[config.mk]
export PLATFORM = sky130hd
export DESIGN_NAME = sram_scanout_reader
export DESIGN_NICKNAME = d
export VERILOG_FILES = /design/src/rtl/gpu_scanout_pkg.sv /design/src/rtl/sram_scanout_reader_fifo.sv /design/src/rtl/sram_scanout_reader.sv
export SDC_FILE = /design/constraint.sdc
export NUM_CORES = 1
export LEC_CHECK = 0
export CAP_MARGIN = 20
export CORE_ASPECT_RATIO = 0.8
export CORE_MARGIN = 4
export CORE_UTILIZATION = 40
export DETAILED_ROUTE_END_ITERATION = 8
export GPL_ROUTABILITY_DRIVEN = 1
export GPL_TIMING_DRIVEN = 0
export SYNTH_ARGS = -nofsm -noshare
export SYNTH_HDL_FRONTEND = slang
export SYNTH_HIERARCHICAL = 1
export SYNTH_SLANG_ARGS = --single-unit
[constraint.sdc]
create_clock -name clk -period 7.2 [get_ports clk]
set_input_delay 2.16 -clock clk [delete_from_list [all_inputs] [get_ports clk]]
set_output_delay 2.16 -clock clk [all_outputs]
set_load 0.02 [all_outputs]
[src/rtl/gpu_scanout_pkg.sv]
// Shared types and widths for the SRAM scanout reader.
// WIDTH_BITS / HEIGHT_BITS / CHANNEL_BITS may be overridden on the command line.
// Optional feature macro used by the top: SCANOUT_UNDERFLOW_CNT_EN.
`ifndef WIDTH_BITS
`define WIDTH_BITS 9
`endif
`ifndef HEIGHT_BITS
`define HEIGHT_BITS 8
`endif
`ifndef CHANNEL_BITS
`define CHANNEL_BITS 8
`endif

package gpu_scanout_pkg;

  localparam int WIDTH_BITS   = `WIDTH_BITS;
  localparam int HEIGHT_BITS  = `HEIGHT_BITS;
  localparam int CHANNEL_BITS = `CHANNEL_BITS;
  localparam int PIXEL_BITS   = 3 * CHANNEL_BITS;
  // Address is {buffer, y, x}.
  localparam int ADDR_BITS    = WIDTH_BITS + HEIGHT_BITS + 1;
  localparam int UNDERFLOW_BITS = 16;

  typedef logic [PIXEL_BITS-1:0] pixel_t;

  typedef enum logic [1:0] {
    ST_IDLE  = 2'd0,
    ST_LATCH = 2'd1,
    ST_READ  = 2'd2,
    ST_DRAIN = 2'd3
  } scan_state_e;

  // One FIFO slot: the pixel plus the position flags that qualify it downstream.
  typedef struct packed {
    pixel_t pixel;
    logic   line_end;
    logic   frame_end;
  } fifo_entry_t;

endpackage

[src/rtl/sram_scanout_reader_fifo.sv]
// Synchronous show-ahead FIFO holding scanout pixels between the SRAM and
// the display. Depth must be a power of two (pointers wrap naturally).
module scanout_fifo #(
  parameter int  DEPTH   = 4,
  parameter type entry_t = logic [7:0],
  localparam int PTR_W   = (DEPTH > 1) ? $clog2(DEPTH) : 1,
  localparam int CNT_W   = $clog2(DEPTH + 1)
) (
  input  logic             clk,
  input  logic             n_rst,
  input  logic             i_push,
  input  entry_t           i_push_data,
  input  logic             i_pop,
  output entry_t           o_head,
  output logic [CNT_W-1:0] o_count,
  output logic             o_empty
);

  entry_t             r_mem [DEPTH];
  logic [PTR_W-1:0]   r_wr_ptr;
  logic [PTR_W-1:0]   r_rd_ptr;
  logic [CNT_W-1:0]   r_count;
  logic               w_full;
  logic               w_do_push;
  logic               w_do_pop;

  assign o_empty   = (r_count == '0);
  assign w_full    = (r_count == CNT_W'(DEPTH));
  // A pop on empty is ignored; a push on full is accepted only alongside a pop.
  assign w_do_pop  = i_pop & ~o_empty;
  assign w_do_push = i_push & (~w_full | w_do_pop);

  // Storage write.
  // NOTE: the data array has no reset; occupancy is tracked by r_count, so
  // stale contents are never observable and the RAM maps to plain storage.
  always_ff @(posedge clk) begin
    if (w_do_push) begin
      r_mem[r_wr_ptr] <= i_push_data;
    end
  end

  // Pointer and occupancy bookkeeping.
  // NOTE: sequential state uses non-blocking assignments so every flop
  // samples pre-edge values regardless of process evaluation order.
  always_ff @(posedge clk or negedge n_rst) begin
    if (!n_rst) begin
      r_wr_ptr <= '0;
      r_rd_ptr <= '0;
      r_count  <= '0;
    end else begin
      if (w_do_push) r_wr_ptr <= r_wr_ptr + PTR_W'(1);
      if (w_do_pop)  r_rd_ptr <= r_rd_ptr + PTR_W'(1);
      case ({w_do_push, w_do_pop})
        2'b10:   r_count <= r_count + CNT_W'(1);
        2'b01:   r_count <= r_count - CNT_W'(1);
        default: r_count <= r_count;
      endcase
    end
  end

  assign o_head  = r_mem[r_rd_ptr];
  assign o_count = r_count;

endmodule

[src/rtl/sram_scanout_reader.sv]
// Frame scanout reader: streams one buffer of an asynchronous SRAM, pixel by
// pixel, into a small FIFO feeding a ready/valid display interface.
// Optional macro SCANOUT_UNDERFLOW_CNT_EN adds underflow_cnt_o.
module sram_scanout_reader
  import gpu_scanout_pkg::*;
#(
  parameter int FRAME_W    = 320,
  parameter int FRAME_H    = 240,
  parameter int FIFO_DEPTH = 4
) (
  input  logic                  clk,
  input  logic                  n_rst,
  input  logic                  enable_i,
  input  logic                  draw_buffer_i,
  input  logic [PIXEL_BITS-1:0] sram_rdata_i,
  output logic [ADDR_BITS-1:0]  addr_o,
  output logic                  CE0_o,
  output logic                  OE_o,
  output logic                  R_W_o,
  output logic                  CE1_o,
  output logic                  LB_o,
  output logic                  UB_o,
  output logic                  ZZ_o,
  output logic                  SEM_o,
  output logic [PIXEL_BITS-1:0] pixel_o,
  output logic                  pixel_valid_o,
  input  logic                  pixel_ready_i,
  output logic                  line_end_o,
  output logic                  frame_end_o,
  output logic                  frame_done_o
`ifdef SCANOUT_UNDERFLOW_CNT_EN
  ,
  output logic [UNDERFLOW_BITS-1:0] underflow_cnt_o
`endif
);

  localparam int CNT_W = $clog2(FIFO_DEPTH + 1);
  localparam logic [CNT_W:0] DEPTH_V = (CNT_W + 1)'(FIFO_DEPTH);

  scan_state_e             r_state;
  scan_state_e             w_next_state;
  logic [WIDTH_BITS-1:0]   r_x;
  logic [HEIGHT_BITS-1:0]  r_y;
  logic                    r_read_buf;
  logic                    r_inflight;
  logic                    r_inflight_le;
  logic                    r_inflight_fe;
  logic                    r_fe_sent;

  logic                    w_strobe;
  logic                    w_done;
  logic                    w_room;
  logic                    w_x_last;
  logic                    w_y_last;
  logic [CNT_W:0]          w_occupancy;

  fifo_entry_t             w_push_data;
  fifo_entry_t             w_head;
  logic [CNT_W-1:0]        w_count;
  logic                    w_empty;
  logic                    w_valid;
  logic                    w_pop;

  assign w_x_last = (r_x == WIDTH_BITS'(FRAME_W - 1));
  assign w_y_last = (r_y == HEIGHT_BITS'(FRAME_H - 1));

  // Slots already queued plus the one read still on the SRAM bus; a strobe is
  // only allowed when its data is guaranteed a free slot on arrival.
  assign w_occupancy = {1'b0, w_count} + {{CNT_W{1'b0}}, r_inflight};
  assign w_room      = (w_occupancy < DEPTH_V);

  // State register.
  always_ff @(posedge clk or negedge n_rst) begin
    if (!n_rst) r_state <= ST_IDLE;
    else        r_state <= w_next_state;
  end

  // Next-state logic, read strobe and end-of-frame detection.
  // NOTE: every signal gets a default before the case so no path leaves it
  // unassigned, which would otherwise infer a latch.
  always_comb begin
    w_next_state = r_state;
    w_strobe     = 1'b0;
    w_done       = 1'b0;
    case (r_state)
      ST_IDLE: begin
        if (enable_i) w_next_state = ST_LATCH;
      end
      ST_LATCH: begin
        w_next_state = ST_READ;
      end
      ST_READ: begin
        if (w_room) begin
          w_strobe = 1'b1;
          if (w_x_last && w_y_last) w_next_state = ST_DRAIN;
        end
      end
      ST_DRAIN: begin
        if (r_fe_sent && w_empty && !r_inflight) begin
          w_done       = 1'b1;
          w_next_state = enable_i ? ST_LATCH : ST_IDLE;
        end
      end
      default: w_next_state = ST_IDLE;
    endcase
  end

  // Raster position of the next read; wraps x into y, and both to 0 at frame end.
  always_ff @(posedge clk or negedge n_rst) begin
    if (!n_rst) begin
      r_x <= '0;
      r_y <= '0;
    end else if (r_state == ST_LATCH) begin
      r_x <= '0;
      r_y <= '0;
    end else if (w_strobe) begin
      if (w_x_last) begin
        r_x <= '0;
        r_y <= w_y_last ? '0 : r_y + HEIGHT_BITS'(1);
      end else begin
        r_x <= r_x + WIDTH_BITS'(1);
      end
    end
  end

  // Display buffer is chosen once per frame: the one the GPU is not drawing.
  always_ff @(posedge clk or negedge n_rst) begin
    if (!n_rst)                     r_read_buf <= 1'b0;
    else if (r_state == ST_LATCH)   r_read_buf <= ~draw_buffer_i;
  end

  // Track the outstanding read and the position flags that go with its data.
  always_ff @(posedge clk or negedge n_rst) begin
    if (!n_rst) begin
      r_inflight    <= 1'b0;
      r_inflight_le <= 1'b0;
      r_inflight_fe <= 1'b0;
    end else begin
      r_inflight    <= w_strobe;
      r_inflight_le <= w_strobe & w_x_last;
      r_inflight_fe <= w_strobe & w_x_last & w_y_last;
    end
  end

  // Remember that the frame's last pixel has left, so DRAIN knows it may finish.
  always_ff @(posedge clk or negedge n_rst) begin
    if (!n_rst)                        r_fe_sent <= 1'b0;
    else if (r_state == ST_LATCH)      r_fe_sent <= 1'b0;
    else if (w_pop && w_head.frame_end) r_fe_sent <= 1'b1;
  end

  assign w_push_data.pixel     = sram_rdata_i;
  assign w_push_data.line_end  = r_inflight_le;
  assign w_push_data.frame_end = r_inflight_fe;

  scanout_fifo #(
    .DEPTH   (FIFO_DEPTH),
    .entry_t (fifo_entry_t)
  ) u_fifo (
    .clk         (clk),
    .n_rst       (n_rst),
    .i_push      (r_inflight),
    .i_push_data (w_push_data),
    .i_pop       (w_pop),
    .o_head      (w_head),
    .o_count     (w_count),
    .o_empty     (w_empty)
  );

  assign w_valid = ~w_empty;
  assign w_pop   = w_valid & pixel_ready_i;

`ifdef SCANOUT_UNDERFLOW_CNT_EN
  logic [UNDERFLOW_BITS-1:0] r_underflow_cnt;

  // Saturating count of cycles the display wanted a pixel we did not have.
  always_ff @(posedge clk or negedge n_rst) begin
    if (!n_rst) begin
      r_underflow_cnt <= '0;
    end else if (r_state == ST_LATCH) begin
      r_underflow_cnt <= '0;
    end else if ((r_state == ST_READ || r_state == ST_DRAIN) &&
                 pixel_ready_i && !w_valid && !(&r_underflow_cnt)) begin
      r_underflow_cnt <= r_underflow_cnt + UNDERFLOW_BITS'(1);
    end
  end

  assign underflow_cnt_o = r_underflow_cnt;
`endif

  // SRAM control: chip and output enable fall together only on a strobe cycle.
  assign addr_o = {r_read_buf, r_y, r_x};
  assign CE0_o  = ~w_strobe;
  assign OE_o   = ~w_strobe;
  assign R_W_o  = 1'b1;
  assign CE1_o  = 1'b1;
  assign LB_o   = 1'b0;
  assign UB_o   = 1'b0;
  assign ZZ_o   = 1'b1;
  assign SEM_o  = 1'b1;

  // Display side: gate the head so nothing stale is shown when empty.
  assign pixel_valid_o = w_valid;
  assign pixel_o       = w_valid ? w_head.pixel     : '0;
  assign line_end_o    = w_valid & w_head.line_end;
  assign frame_end_o   = w_valid & w_head.frame_end;
  assign frame_done_o  = w_done;

endmodule

# Yosys cells after proc, flatten, opt, wreduce, memory -nomap -nowiden

Memories as Yosys holds them, arrays and structs flattened.
Cells that the tools add are included.

Bits in registers: 31
RAM bits: 104
Input bits: 29
Output and inout port bits: 54
Logic and storage cells: 80
Memories kept: 1

Memories:

| memory       | words | width | rd ports | clocked after Yosys merged registers in | wr ports | RTL line                       | source |
|---|---|---|---|---|---|---|---|
| u_fifo.r_mem | 4     | 26    | 1        | 0                                       | 1        | sram_scanout_reader_fifo.sv:19 | `entry_t r_mem [DEPTH];` |

Add/sub/neg operators: 7
Magnitude comparators: 1
Eq/ne operators: 12
Mux-type cells: 23
Bitwise gates (word level): 12
Reduce and logical (&&, ||, !) cells: 13

Operators with widths:

| kind                | number |
|---|---|
| $mux 8              | 4 |
| $mux 9              | 3 |
| $mux 24             | 1 |
| $add 9x1->9 const B | 1 |
| $eq 9x9->1 const B  | 1 |
| $mux 1              | 9 |
| $add 8x1->8 const B | 1 |
| $eq 8x8->1 const B  | 1 |
| $mux 2              | 4 |
| $ne 2x2->1 const B  | 4 |
| $pmux 2 s4          | 1 |
| $reduce_bool 2->1   | 4 |
| $and 1x1->1         | 7 |
| $eq 2x2->1 const B  | 3 |
| $pmux 3 s2          | 1 |
| $add 2x1->2 const B | 2 |
| $add 3x1->4         | 1 |
| $eq 2x1->1 const B  | 2 |
| $logic_and 1x1->1   | 4 |
| $lt 4x3->1 const B  | 1 |
| $not 1->1           | 4 |
| $reduce_and 4->1    | 1 |
| $add 3x1->3 const B | 1 |
| $eq 3x3->1 const B  | 1 |
| 6 further kinds     | 6 |

# Longest topological paths before layout

Gate-level depths: netlist of the first run.

Depth after elaboration: 8
Gate-level depth with buffers: 9
Depth with buffers taken out: 8

# Modules after synthesis

Netlist of the first run, hierarchy kept.

By module, submodules not included:

| module              | times used | cells each | area each (um^2) | sequential area each (um^2) |
|---|---|---|---|---|
| scanout_fifo        | 1          | 181        | 4229.1           | 3298.2 |
| sram_scanout_reader | 1          | 190        | 1641.6           | 600.6 |

# Least setup slack after synthesis of the first run

Ideal clock, no wire load.

Path type: input to register
From: in pixel_ready_i
To: reg u_fifo.r_count[2] (netlist: u_fifo/o_count[2])
Library setup time: 79 ps
Arrival time: 3937 ps
Data required time: 7121 ps
Path slack: 3184 ps
Cell stages on the path: 7
Buffers on the path: 0
Cells stage by stage: nor2b_1 o31a_1 or2b_1 fa_1 nand2b_1 o32ai_2 xor2_1

Cells in the longest elaborated chain, start to end: 6
Elaborated cells between the ends (all ways): 8
Those cells by class: 2 x eq/ne; 1 x mux; 4 x bitwise; 1 x reduce/logical

RTL lines:

| element                                                | RTL line                       | source |
|---|---|---|
| start: declaration                                     | sram_scanout_reader.sv:27      | `input logic pixel_ready_i,` |
| $and 1x1->1 *                                          | sram_scanout_reader.sv:171     | `assign w_pop = w_valid & pixel_ready_i;` |
| $and 1x1->1 *                                          | sram_scanout_reader_fifo.sv:30 | `assign w_do_pop = i_pop & ~o_empty;` |
| $or 1x1->1                                             | sram_scanout_reader_fifo.sv:31 | `assign w_do_push = i_push & (~w_full \| w_do_pop);` |
| $and 1x1->1                                            | sram_scanout_reader_fifo.sv:31 |  |
| $eq 2x1->1 / $eq 2x2->1 (equally long branches)        | sram_scanout_reader_fifo.sv:53 | `case ({w_do_push, w_do_pop})` |
| $pmux 3 s2 / $reduce_bool 2->1 (equally long branches) | -                              |  |
| end signal: assignment                                 | sram_scanout_reader_fifo.sv:54 | `2'b10: r_count <= r_count + CNT_W'(1);` |
| end signal: assignment                                 | sram_scanout_reader_fifo.sv:55 | `2'b01: r_count <= r_count - CNT_W'(1);` |
| end signal: assignment                                 | sram_scanout_reader_fifo.sv:56 | `default: r_count <= r_count;` |
| end: declaration                                       | sram_scanout_reader_fifo.sv:22 | `logic [CNT_W-1:0] r_count;` |

Every way passes the cells marked *; elsewhere a longest branch is shown, timed or not.
A chain may end at the register's enable or synchronous reset.

# Worst setup path after layout of the first run

From: reg u_fifo.r_count[0] (netlist: u_fifo/o_count[0])
To: out pixel_o[12]

Cells in the longest elaborated chain, start to end: 2

RTL lines:

| element           | RTL line                       | source |
|---|---|---|
| $logic_not 3->1   | sram_scanout_reader_fifo.sv:27 | `assign o_empty = (r_count == '0);` |
| named net w_empty | sram_scanout_reader.sv:60      | `logic w_empty;` |
| $mux 24           | sram_scanout_reader.sv:204     | `assign pixel_o = w_valid ? w_head.pixel : '0;` |
| end: declaration  | sram_scanout_reader.sv:25      | `output logic [PIXEL_BITS-1:0] pixel_o,` |

The timed path passes the listed nets, and every way through them passes these cells.

==> key figures, run 1 <==
STA
  – Final Cycle Share: 0.723
  – Max Fclk: 0.192 GHz
  – Hold Violations, Final: 0
  – Setup TNS: 0 ns
  – Clock skew: 0.00813 ns
  – Setup ws final: 1.99 ns
  – Fin crit period: ~5.2 ns
  – RSZ-0062 raised after global routing: no
  – Hold_ws: 0.488 ns
  – Final setup viols: 0
  – Max-slew violations: 0
  – Slew margin rel.: 0.484
  – Worst Tran Pin Value: 0.774 ns

Placement
  – Port Buffers: 76
  – Post-Place Cells: about 640
  – Dpl hpwl: 7630 um
  – Setup slack after placement: ~2.4 ns
  – Global placer's final weighted congestion: about 0.81

Setup path
  – Startpoint Class: flip-flop
  – Reg-to-reg slack, setup: slightly above 4 ns
  – Crit path kind: flip-flop to output port
  – Slowest-stage cell, CP: clkdlybuf4s50_1
  – Delay of the slowest critical-path stage: between 0.5 and 0.6 ns
  – Register-to-Register Path Depth: 9
  – Worst flop-to-flop path endpoint: u_fifo/o_count[2]$_DFFE_PN0P_
  – Worst Path Max Fanout: 10
  – Critical Path, Cell by Cell: nor3_1, clkbuf_1, clkbuf_1, nor2b_1, clkdlybuf4s50_1
  – Most frequent CP cell: clkbuf_1
  – Crit. End Element: output port
  – WP data arrival: 3.05 ns
  – Worst Path Required: 5.04 ns
  – R2R Path Start: u_fifo/o_count[0]$_DFFE_PN0P_

Routing
  – Detailed Route WL: ~12000 um
  – Drt drc: 0
  – DR vias/cell: about 5.1
  – Drt initial violations: about 200
  – Wire per inst: between 15 and 20 um
  – Pre-Repair DR Iteration Count: 4
  – Vias: 3410
  – Remaining antenna violation count: 0

Global routing
  – Antenna violations before repair: 0
  – Vias in the first global route: between 3000 and 4000
  – All-Layer GR Usage: 0.149
  – GRT overflow: 0
  – Largest net degree at the start of global routing: 32
  – First-pass GRT wire length: around 19000 um

Worst hold path
  – Worst Hold Endpoint: r_read_buf$_DFFE_PN0P_
  – HP Start: r_read_buf$_DFFE_PN0P_
  – Hold Crit Class: flip-flop to flip-flop
  – Worst hold path depth: 2

Clock network
  – Clock Latency Late Sink: between 0.4 and 0.5 ns
  – Clock root cell: clkbuf_16
  – CTS buffer count: 17
  – Reg clk slew, reported paths: about 0.050 ns
  – CTS tree: built
  – Post-CTS setup buffer count: 0
  – Hold_buf cts: 0
  – Post-CTS Resized: 0
  – Clk buf depth: 2
  – CTS Sinks: 135
  – Htree depth: 4

Finish
  – Area grow syn2layout: 26.0%
  – Fraction of layout cells with a size suffix above 1: 0.166
  – Fin cells: between 600 and 700
  – Layout net count: 512
  – Fillcell total: between 1000 and 1500
  – N_diodes: 0

Die
  – I/O pin count: between 80 and 90
  – Chip Width: 143 um
  – Core Area: around 14000 sq um
  – Die height: approximately 120 um
  – Row Count: 39
  – Initial Util: 0.409
  – Die area: between 15000 and 20000 sq um

Yosys
  – Avg Inst Size Synth: approximately 16 sq um
  – Synth Flop Type: edfxtp_1
  – Post-synthesis sequential area ratio: 0.664
  – Async SR Flop Fraction: 0.230
  – Yosys warns: 6
  – Synthesized instance count: between 300 and 400
  – Post-Syn Area: between 5000 and 6000 sq um
  – Yosys cell types: 50
  – Synth area leader: edfxtp_1
  – Yosys top cell area share: 0.532
  – Synth area leaders: edfxtp_1 53%, dfrtp_1 13%, mux4_2 10%
  – Number of flops mapped to enable cells by yosys: between 100 and 150
  – Post-synthesis register bit count: between 100 and 150

Power and ir drop
  – Pwr Density: 390 nW/um^2
  – VDD IR max: 0.251 mV
  – Leak: 0.00267 uW

Run status
  – Outcome: finished, final reports clean

Flow run
  – Maxcap violations: 0
==> cell usage in the layout, fill, tap and decap left out, types with 10 or more instances in the layout <==
cell             netlist  final
a21oi_1               14     14
buf_4                 11     11
clkbuf_1               7     14
clkbuf_16              0     17
clkdlybuf4s50_1        0     75
dfrtp_1               31     31
edfxtp_1             104    104
ha_1                  10     10
inv_1                 16     16
mux4_2                26     26
nand2_1               10     10
nand3_1               14     14
nor2_1                11     11
nor2b_1               28     28
==> flip-flops by register name, summed over array words and instances, names as in the netlist <==
| register | flops |
|---|---|
| r_read_buf | 1 |
| r_fe_sent | 1 |
| u_fifo/r_wr_ptr | 2 |
| r_inflight_le | 1 |
| r_x | 9 |
| u_fifo/r_mem | 104 |
| u_fifo/r_rd_ptr | 2 |
| u_fifo/o_count | 3 |
| r_state | 2 |
| r_inflight_fe | 1 |
| r_inflight | 1 |
| r_y | 8 |
==> through the flow <==
step | instance area [sq um] | utilization | total power (uW)
after floorplan | 5890 | - | 1760
after global placement | 6880 | 0.479 | 2180
after detailed placement | 6920 | 0.482 | 2210
after CTS | 7400 | 0.516 | 2940
after global routing | 7400 | 0.516 | 3060
final | 7400 | 0.516 | 2890
==> power by group <==
| part | switching (uW) | internal (uW) | total, uW |
|---|---|---|---|
| registers | 62.5 | 962 | 1020 |
| clock network | 285 | 431 | 715 |
| logic | 600 | 548 | 1150 |
| total | 947 | 1940 | 2890 |
==> worst max-delay path by stage <==
stage | from | to | slack, ns | cells past startpoint
floorplan | pixel_ready_i | u_fifo/o_count[2]$_DFFE_PN0P_ | 3.18 | 7
global placement | pixel_ready_i | u_fifo/r_mem[0][24]$_DFFE_PP_ | 2.09 | 5
detailed placement | u_fifo/o_count[0]$_DFFE_PN0P_ | pixel_o[12] | 2.40 | 5
CTS | u_fifo/o_count[0]$_DFFE_PN0P_ | pixel_o[12] | 1.91 | 5
global route | u_fifo/o_count[0]$_DFFE_PN0P_ | pixel_o[12] | 1.70 | 5
finish | u_fifo/o_count[0]$_DFFE_PN0P_ | pixel_o[12] | 1.99 | 5
==> critical path, delay by kind of cell (launching register included) <==
kind,cells,cell delay (ns)
buffers and inverters,3,1.55
flip-flops,1,0.48
AND/OR/NAND/NOR,2,0.60
==> cells by family (layout without fill, tap and decap cells) <==
| group | count (synthesis) | count (layout) | synth area share |
|---|---|---|---|
| flip-flops | 135 | 135 | 0.664 |
| AND/OR/NAND/NOR | 103 | 103 | 0.107 |
| AO/OA/AOI/OAI | 40 | 40 | 0.0467 |
| buffers and inverters | 39 | 147 | 0.0330 |
| multiplexers | 31 | 31 | 0.109 |
| adder cells (fa/ha/maj) | 11 | 11 | 0.0247 |
| XOR/XNOR | 10 | 10 | 0.0149 |
| other | 2 | 6 | 0.00128 |
==> synth_stat cells, types with 2 or more instances <==
cell	number
xor2_1	8
mux4_2	26
ha_1	10
buf_2	5
a211oi_1	2
nor2_1	11
inv_1	16
nand3_1	14
mux2i_1	3
nand4_1	2
o21ai_0	7
buf_4	11
nor3_1	2
or3_1	6
a31oi_1	2
and2_1	8
and4b_2	2
nand3b_1	3
dfrtp_1	31
xnor2_1	2
nor2b_1	28
a21oi_1	14
nand2_1	10
a22oi_1	2
or4_1	2
and3_1	4
o31ai_1	3
nand2b_1	3
edfxtp_1	104
clkbuf_1	7
o2111ai_1	2
mux2_2	2
conb_1	2
==> cell type report <==
type	count	area, sq um	area share
Clock buffer	24	452	0.0611
Buffer	23	134	0.0181
Sequential cell	135	3900	0.527
Tap cell	184	230	0.0311
Clock inverter	6	30.0	0.00406
Timing Repair Buffer	78	798	0.108
Inverter	16	60.1	0.00812
Multi-Input combinational cell	201	1800	0.243
==> metal layers <==
layer / part of all wire / vias up / track usage
li1: - / 1597 / -
met1: 0.46 / 1737 / 0.195
met2: 0.49 / 70 / 0.236
met3: 0.045 / 6 / 0.0540
met4: 0.0069 / 0 / 0.0427
met5: 0 / - / 0
(Power assumes the default switching activity.)
==> run 2: changes to the inputs <==
clock period = 4.5 ns   (was 7.2 ns; I/O delays follow)
==> key figures, run 2 (synthesized netlist as in run 1, its figures left out) <==
STA
  – Slew margin rel.: 0.482 (-0.00174)
  – Hold Violations, Final: 0 (unchanged)
  – Fin crit period: 4.16 ns
  – Worst Tran Pin Value: 0.777 ns (+0.00261 ns)
  – Final setup viols: 0 (unchanged)
  – Final Cycle Share: 0.924
  – Clock skew: 0.00730 ns (-0.000830 ns)
  – Max Fclk: about 0.24 GHz
  – RSZ-0062 raised after global routing: no
  – Setup TNS: 0 ns (unchanged)
  – Max-slew violations: 0 (unchanged)

Finish
  – Fin cells: 667 (unchanged)
  – Largest regs: u_fifo/r_mem x104, r_x x9, r_y x8
  – Area grow syn2layout: 26.1% (about the same)
  – Final core occ: 0.516 (about the same)
  – Fraction of layout cells with a size suffix above 1: 0.170 (+0.00414)
  – Most common cell after layout, fill and taps aside: edfxtp_1
  – Most frequent cells in the layout: 104 x edfxtp_1, 75 x clkdlybuf4s50_1, 31 x dfrtp_1, 28 x nor2b_1, 26 x mux4_2
  – Max reg flops: 104 (unchanged)
  – N_diodes: 0 (unchanged)
  – Layout net count: 512 (unchanged)
  – Fillcell total: 1223 (+0.082%)
  – Final instance area: 7400 sq um (about the same)
  – Biggest register: u_fifo/r_mem

Routing
  – Drt drc: 0 (unchanged)
  – DR vias/cell: 5.11 (-0.12%)
  – Wire per inst: 17.3 um (+0.32%)
  – Remaining antenna violation count: 0 (unchanged)
  – Detailed Route WL: 11600 um (+0.32%)
  – Vias: 3406 (-0.12%)
  – Drt initial violations: 155 (-22%)
  – Pre-Repair DR Iteration Count: 4 (unchanged)

Power and ir drop
  – Pwr Density: 625 nW/um^2 (+60%)
  – Total power: 4620 uW (+60%)
  – P_int: 3110 uW (+60%)
  – Net switching fraction of the power: 0.328 (about the same)
  – Clock power frac: 0.248 (about the same)
  – Psw: 1520 uW (+60%)
  – VDD IR max: 0.402 mV (+60%)
  – Sequential Power Share: 0.355 (about the same)
  – Gate power share: 0.398 (about the same)
  – Leak: 0.00268 uW (+0.24%)

Die
  – Initial Util: 0.409 (unchanged)
  – Chip Width: 143 um (unchanged)
  – Die height: 116 um (unchanged)
  – Row Count: 39 (unchanged)
  – I/O pin count: 83 (unchanged)
  – Die area: 16700 sq um (unchanged)
  – Core Area: 14300 sq um (unchanged)

Clock network
  – CTS buffer count: 17 (unchanged)
  – CTS Sinks: 135 (unchanged)
  – Clk buf depth: 2 (unchanged)
  – Post-CTS setup buffer count: 0 (unchanged)
  – Clock root cell: clkbuf_16
  – Clock Latency Late Sink: 0.41 ns (about the same)
  – CTS tree: built
  – Htree depth: 4 (unchanged)
  – Post-CTS Resized: 0 (unchanged)
  – Hold_buf cts: 0 (unchanged)
  – Reg clk slew, reported paths: 0.05 ns (about the same)

Placement
  – Port Buffers: 76 (unchanged)
  – Dpl hpwl: 7630 um (unchanged)
  – Global placer's final weighted congestion: 0.814 (unchanged)
  – Post-Place Cells: 637 (unchanged)
  – Placed Area: 6920 sq um (unchanged)

Setup path
  – Worst Path Max Fanout: 10 (unchanged)
  – Crit. End Element: output port
  – Worst Path Required: 3.15 ns (-1.89 ns)
  – Startpoint Class: flip-flop
  – Reg-to-reg slack, setup: 1.40 ns (-2.64 ns)
  – WP data arrival: 2.81 ns (-0.24 ns)
  – Crit path kind: flip-flop to output port

Flow run
  – Maxcap violations: 0 (unchanged)

Global routing
  – GRT overflow: 0 (unchanged)
  – All-Layer GR Usage: 0.149 (unchanged)
  – Antenna violations before repair: 0 (unchanged)
  – First-pass GRT wire length: 18500 um (unchanged)
  – Vias in the first global route: 3492 (unchanged)
  – Largest net degree at the start of global routing: 32 (unchanged)

Worst hold path
  – Hold Crit Class: flip-flop to flip-flop

Run status
  – Outcome: finished, final reports clean
==> run 2: cell count changes in the layout (fill, tap and decap cells not counted) <==
cell / delta
clkbuf_1: -2
clkbuf_2: +2
==> run 2: critical path: stages (launching register included) <==
cell and delay [ns]:
dfrtp_1 0.49, nor3_1 0.45, clkbuf_2 0.35, clkbuf_1 0.45
nor2b_1 0.10, clkdlybuf4s50_1 0.56
==> run 2: layout make-up <==
class / instances / area, sq um / share of cell area
plain buffers: 23 / 136 / 0.0184
inverters: 16 / 60.1 / 0.00811
clock inverters: 6 / 30.0 / 0.00406
well taps: 184 / 230 / 0.0311
repair buffers: 78 / 798 / 0.108
flip-flops and latches: 135 / 3900 / 0.527
clock buffers: 24 / 452 / 0.0610
multi-input cells: 201 / 1800 / 0.243
==> run 2: worst paths after layout <==
path / startpoint / endpoint / cells past startpoint
worst max-delay path: u_fifo/o_count[0]$_DFFE_PN0P_ / pixel_o[19] / 5
worst min-delay path: r_read_buf$_DFFE_PN0P_ / r_read_buf$_DFFE_PN0P_ / 2
worst max register to register: u_fifo/o_count[0]$_DFFE_PN0P_ / u_fifo/o_count[2]$_DFFE_PN0P_ / 9
worst min register to register: r_read_buf$_DFFE_PN0P_ / r_read_buf$_DFFE_PN0P_ / 2
max in group asynchronous: n_rst / u_fifo/r_wr_ptr[0]$_DFFE_PN0P_ / 1
min in group asynchronous: n_rst / r_x[2]$_DFFE_PN0P_ / 1
==> run 2: stage by stage <==
step | setup WS, ns | hold slack, ns
3_5_place_dp | 0.513 | 0.478
4_1_cts | 0.0182 | 0.492
5_1_grt | 0.0990 | 0.516
3_3_place_gp | 0.200 | 0.467
2_1_floorplan | 1.29 | 0.454
6_report | 0.340 | 0.488
==> run 2: per-layer routing <==
metal	routed length, um	track usage
met4	129	0.0427
met5	0	0
met3	582	0.0540
met2	5690	0.236
met1	5160	0.195
==> run 2: power by group through the flow <==
| stage | registers (uW) | clock network (uW) | logic [uW] |
|---|---|---|---|
| finish | 1640 | 1150 | 1840 |
| global route | 1660 | 1240 | 2010 |
| CTS | 1640 | 1190 | 1870 |
| detailed placement | 1660 | 0 | 1870 |
| global placement | 1660 | 0 | 1830 |
| floorplan | 1650 | 0 | 1170 |
==> run 3: changes to the inputs <==
CAP_MARGIN = unset   (was 20)
==> key figures, run 3 (synthesized netlist as in run 1, its figures left out) <==
STA
  – RSZ-0062 raised after global routing: no
  – Slew margin rel.: 0.479 (-0.00295)
  – Final setup viols: 0 (unchanged)
  – Max-slew violations: 0 (unchanged)
  – Worst Tran Pin Value: 0.781 ns (+0.00442 ns)
  – Fin crit period: 4.19 ns (+0.0262 ns)
  – Setup TNS: 0 ns (unchanged)
  – Max Fclk: 0.239 GHz (-0.63%)
  – Clock skew: 0.00483 ns (-0.00247 ns)
  – Final Cycle Share: 0.930 (+0.00582)
  – Hold_ws: 0.497 ns (+0.00886 ns)
  – Hold Violations, Final: 0 (unchanged)

Die
  – Chip Width: 143 um (unchanged)
  – Die height: 116 um (unchanged)
  – Core Area: 14300 sq um (unchanged)
  – Die area: 16700 sq um (unchanged)
  – Row Count: 39 (unchanged)
  – Initial Util: 0.409 (unchanged)
  – I/O pin count: 83 (unchanged)

Finish
  – Largest regs: u_fifo/r_mem x104, r_x x9, r_y x8
  – Area grow syn2layout: 26.9%
  – Max reg flops: 104 (unchanged)
  – Layout net count: 510 (-0.39%)
  – Most common cell after layout, fill and taps aside: edfxtp_1
  – N_diodes: 0 (unchanged)
  – Biggest register: u_fifo/r_mem
  – Most frequent cells in the layout: 104 x edfxtp_1, 75 x clkdlybuf4s50_1, 31 x dfrtp_1, 28 x nor2b_1, 26 x mux4_2
  – Fraction of layout cells with a size suffix above 1: 0.178 (+0.00865)

Global routing
  – Largest net degree at the start of global routing: 32 (unchanged)
  – GRT overflow: 0 (unchanged)
  – Antenna violations before repair: 0 (unchanged)
  – All-Layer GR Usage: 0.149 (+0.000683)
  – First-pass GRT wire length: 18800 um (+1.3%)
  – Vias in the first global route: 3515 (+0.66%)

Routing
  – Remaining antenna violation count: 0 (unchanged)
  – Pre-Repair DR Iteration Count: 4 (unchanged)
  – Vias: 3394 (-0.35%)
  – Drt initial violations: 140 (-9.7%)
  – Drt drc: 0 (unchanged)
  – Wire per inst: 17.4 um (+0.25%)
  – DR vias/cell: 5.10 (-0.20%)
  – Detailed Route WL: 11600 um (+0.10%)

Placement
  – Port Buffers: 76 (unchanged)
  – Dpl hpwl: 7570 um (-0.78%)
  – Global placer's final weighted congestion: 0.814 (unchanged)

Setup path
  – Worst flop-to-flop path endpoint: u_fifo/o_count[2]$_DFFE_PN0P_
  – Startpoint Class: flip-flop
  – Reg-to-reg slack, setup: 1.42 ns (+0.02 ns)
  – Worst Path Required: 3.15 ns (about the same)
  – Worst Path Max Fanout: 10 (unchanged)
  – Slowest-stage cell, CP: clkdlybuf4s50_1
  – Crit. End Element: output port
  – Register-to-Register Path Depth: 9 (unchanged)
  – WP data arrival: 2.84 ns (+0.03 ns)
  – Critical Path, Cell by Cell: nor3_1, clkbuf_2, clkbuf_1, nor2b_1, clkdlybuf4s50_1
  – Crit path kind: flip-flop to output port
  – R2R Path Start: u_fifo/o_count[0]$_DFFE_PN0P_
  – Delay of the slowest critical-path stage: 0.56 ns (about the same)

Power and ir drop
  – Leak: 0.00270 uW (+0.85%)
  – Pwr Density: 644 nW/um^2 (+3.1%)
  – VDD IR max: 0.379 mV (-5.7%)

Clock network
  – CTS buffer count: 17 (unchanged)
  – CTS tree: built
  – Clock Latency Late Sink: 0.41 ns (about the same)
  – Clk buf depth: 2 (unchanged)
  – Clock root cell: clkbuf_16
  – Post-CTS setup buffer count: 0 (unchanged)
  – Reg clk slew, reported paths: 0.05 ns (about the same)
  – CTS Sinks: 135 (unchanged)
  – Htree depth: 4 (unchanged)

Flow run
  – Maxcap violations: 0 (unchanged)

Worst hold path
  – Hold Crit Class: flip-flop to flip-flop
  – Worst hold path depth: 0 (-2)
  – Worst Hold Endpoint: u_fifo/r_mem[2][0]$_DFFE_PP_
  – HP Start: r_inflight_fe$_DFF_PN0_

Run status
  – Outcome: finished, final reports clean
-- run 3: cell types whose count changed in the layout (fill, tap and decap cells not counted), moves of 2 or more --
cell	previous run	this run
and2_2	2	4
bufinv_16	0	3
clkbuf_1	12	7
and2_1	6	4
clkinv_1	2	4
-- run 3: timing repair --
| item | 4_1_cts | 5_1_grt |
|---|---|---|
| gates resized for setup | 1 | 2 |
| setup endpoints to repair | 5 | 10 |
| hold buffers | 0 | 0 |
| pin swaps | 0 | 0 |
-- run 3: worst max-delay path by stage --
stage / start / end / slack (ns) / cells past startpoint
finish: u_fifo/o_count[0]$_DFFE_PN0P_ / pixel_o[17] / 0.31 / 5
global placement: pixel_ready_i / u_fifo/r_mem[0][24]$_DFFE_PP_ / 0.20 / 5
global route: u_fifo/o_count[0]$_DFFE_PN0P_ / pixel_o[17] / 0.12 / 5
CTS: u_fifo/o_count[0]$_DFFE_PN0P_ / pixel_o[17] / 0.10 / 5
detailed placement: pixel_ready_i / u_fifo/r_mem[3][20]$_DFFE_PP_ / 0.15 / 5
floorplan: pixel_ready_i / u_fifo/o_count[2]$_DFFE_PN0P_ / 1.29 / 7
-- run 3: per-layer routing --
layer / routed length, um / up-vias / track usage
li1: - / 1585 / -
met1: 5180 / 1735 / 0.196
met2: 5770 / 61 / 0.239
met3: 472 / 13 / 0.0471
met4: 150 / 0 / 0.0502
met5: 0 / - / 0
-- run 3: area by class of cell --
cell class	instances	area (sq um)
fill	1224	6900
inverter	16	60.1
clock inverter	12	135
timing repair buffer	76	756
sequential	135	3900
multi-input combinational	201	1800
clock buffer	19	433
buffer	23	136
tap	184	230
-- run 3: per-stage QoR --
step,power (uW),utilization,cells,instance area [sq um],setup WS (ns)
3_5_place_dp,3520,0.479,635,6870,0.152
3_3_place_gp,3480,0.479,635,6880,0.200
5_1_grt,5070,0.519,666,7450,0.116
6_report,4800,0.519,666,7450,0.314
2_1_floorplan,2820,-,375,5890,1.29
4_1_cts,4870,0.519,666,7440,0.103
-- run 3: worst max-delay path, delay by kind of cell (launching register included) --
family,cells,cell delay [ns]
buffers and inverters,3,1.36
flip-flops,1,0.48
AND/OR/NAND/NOR,2,0.59
-- run 3: power breakdown --
group	internal, uW	switching [uW]
Combinational	867	962
Clock	855	475
Sequential	1540	100
Total	3260	1540
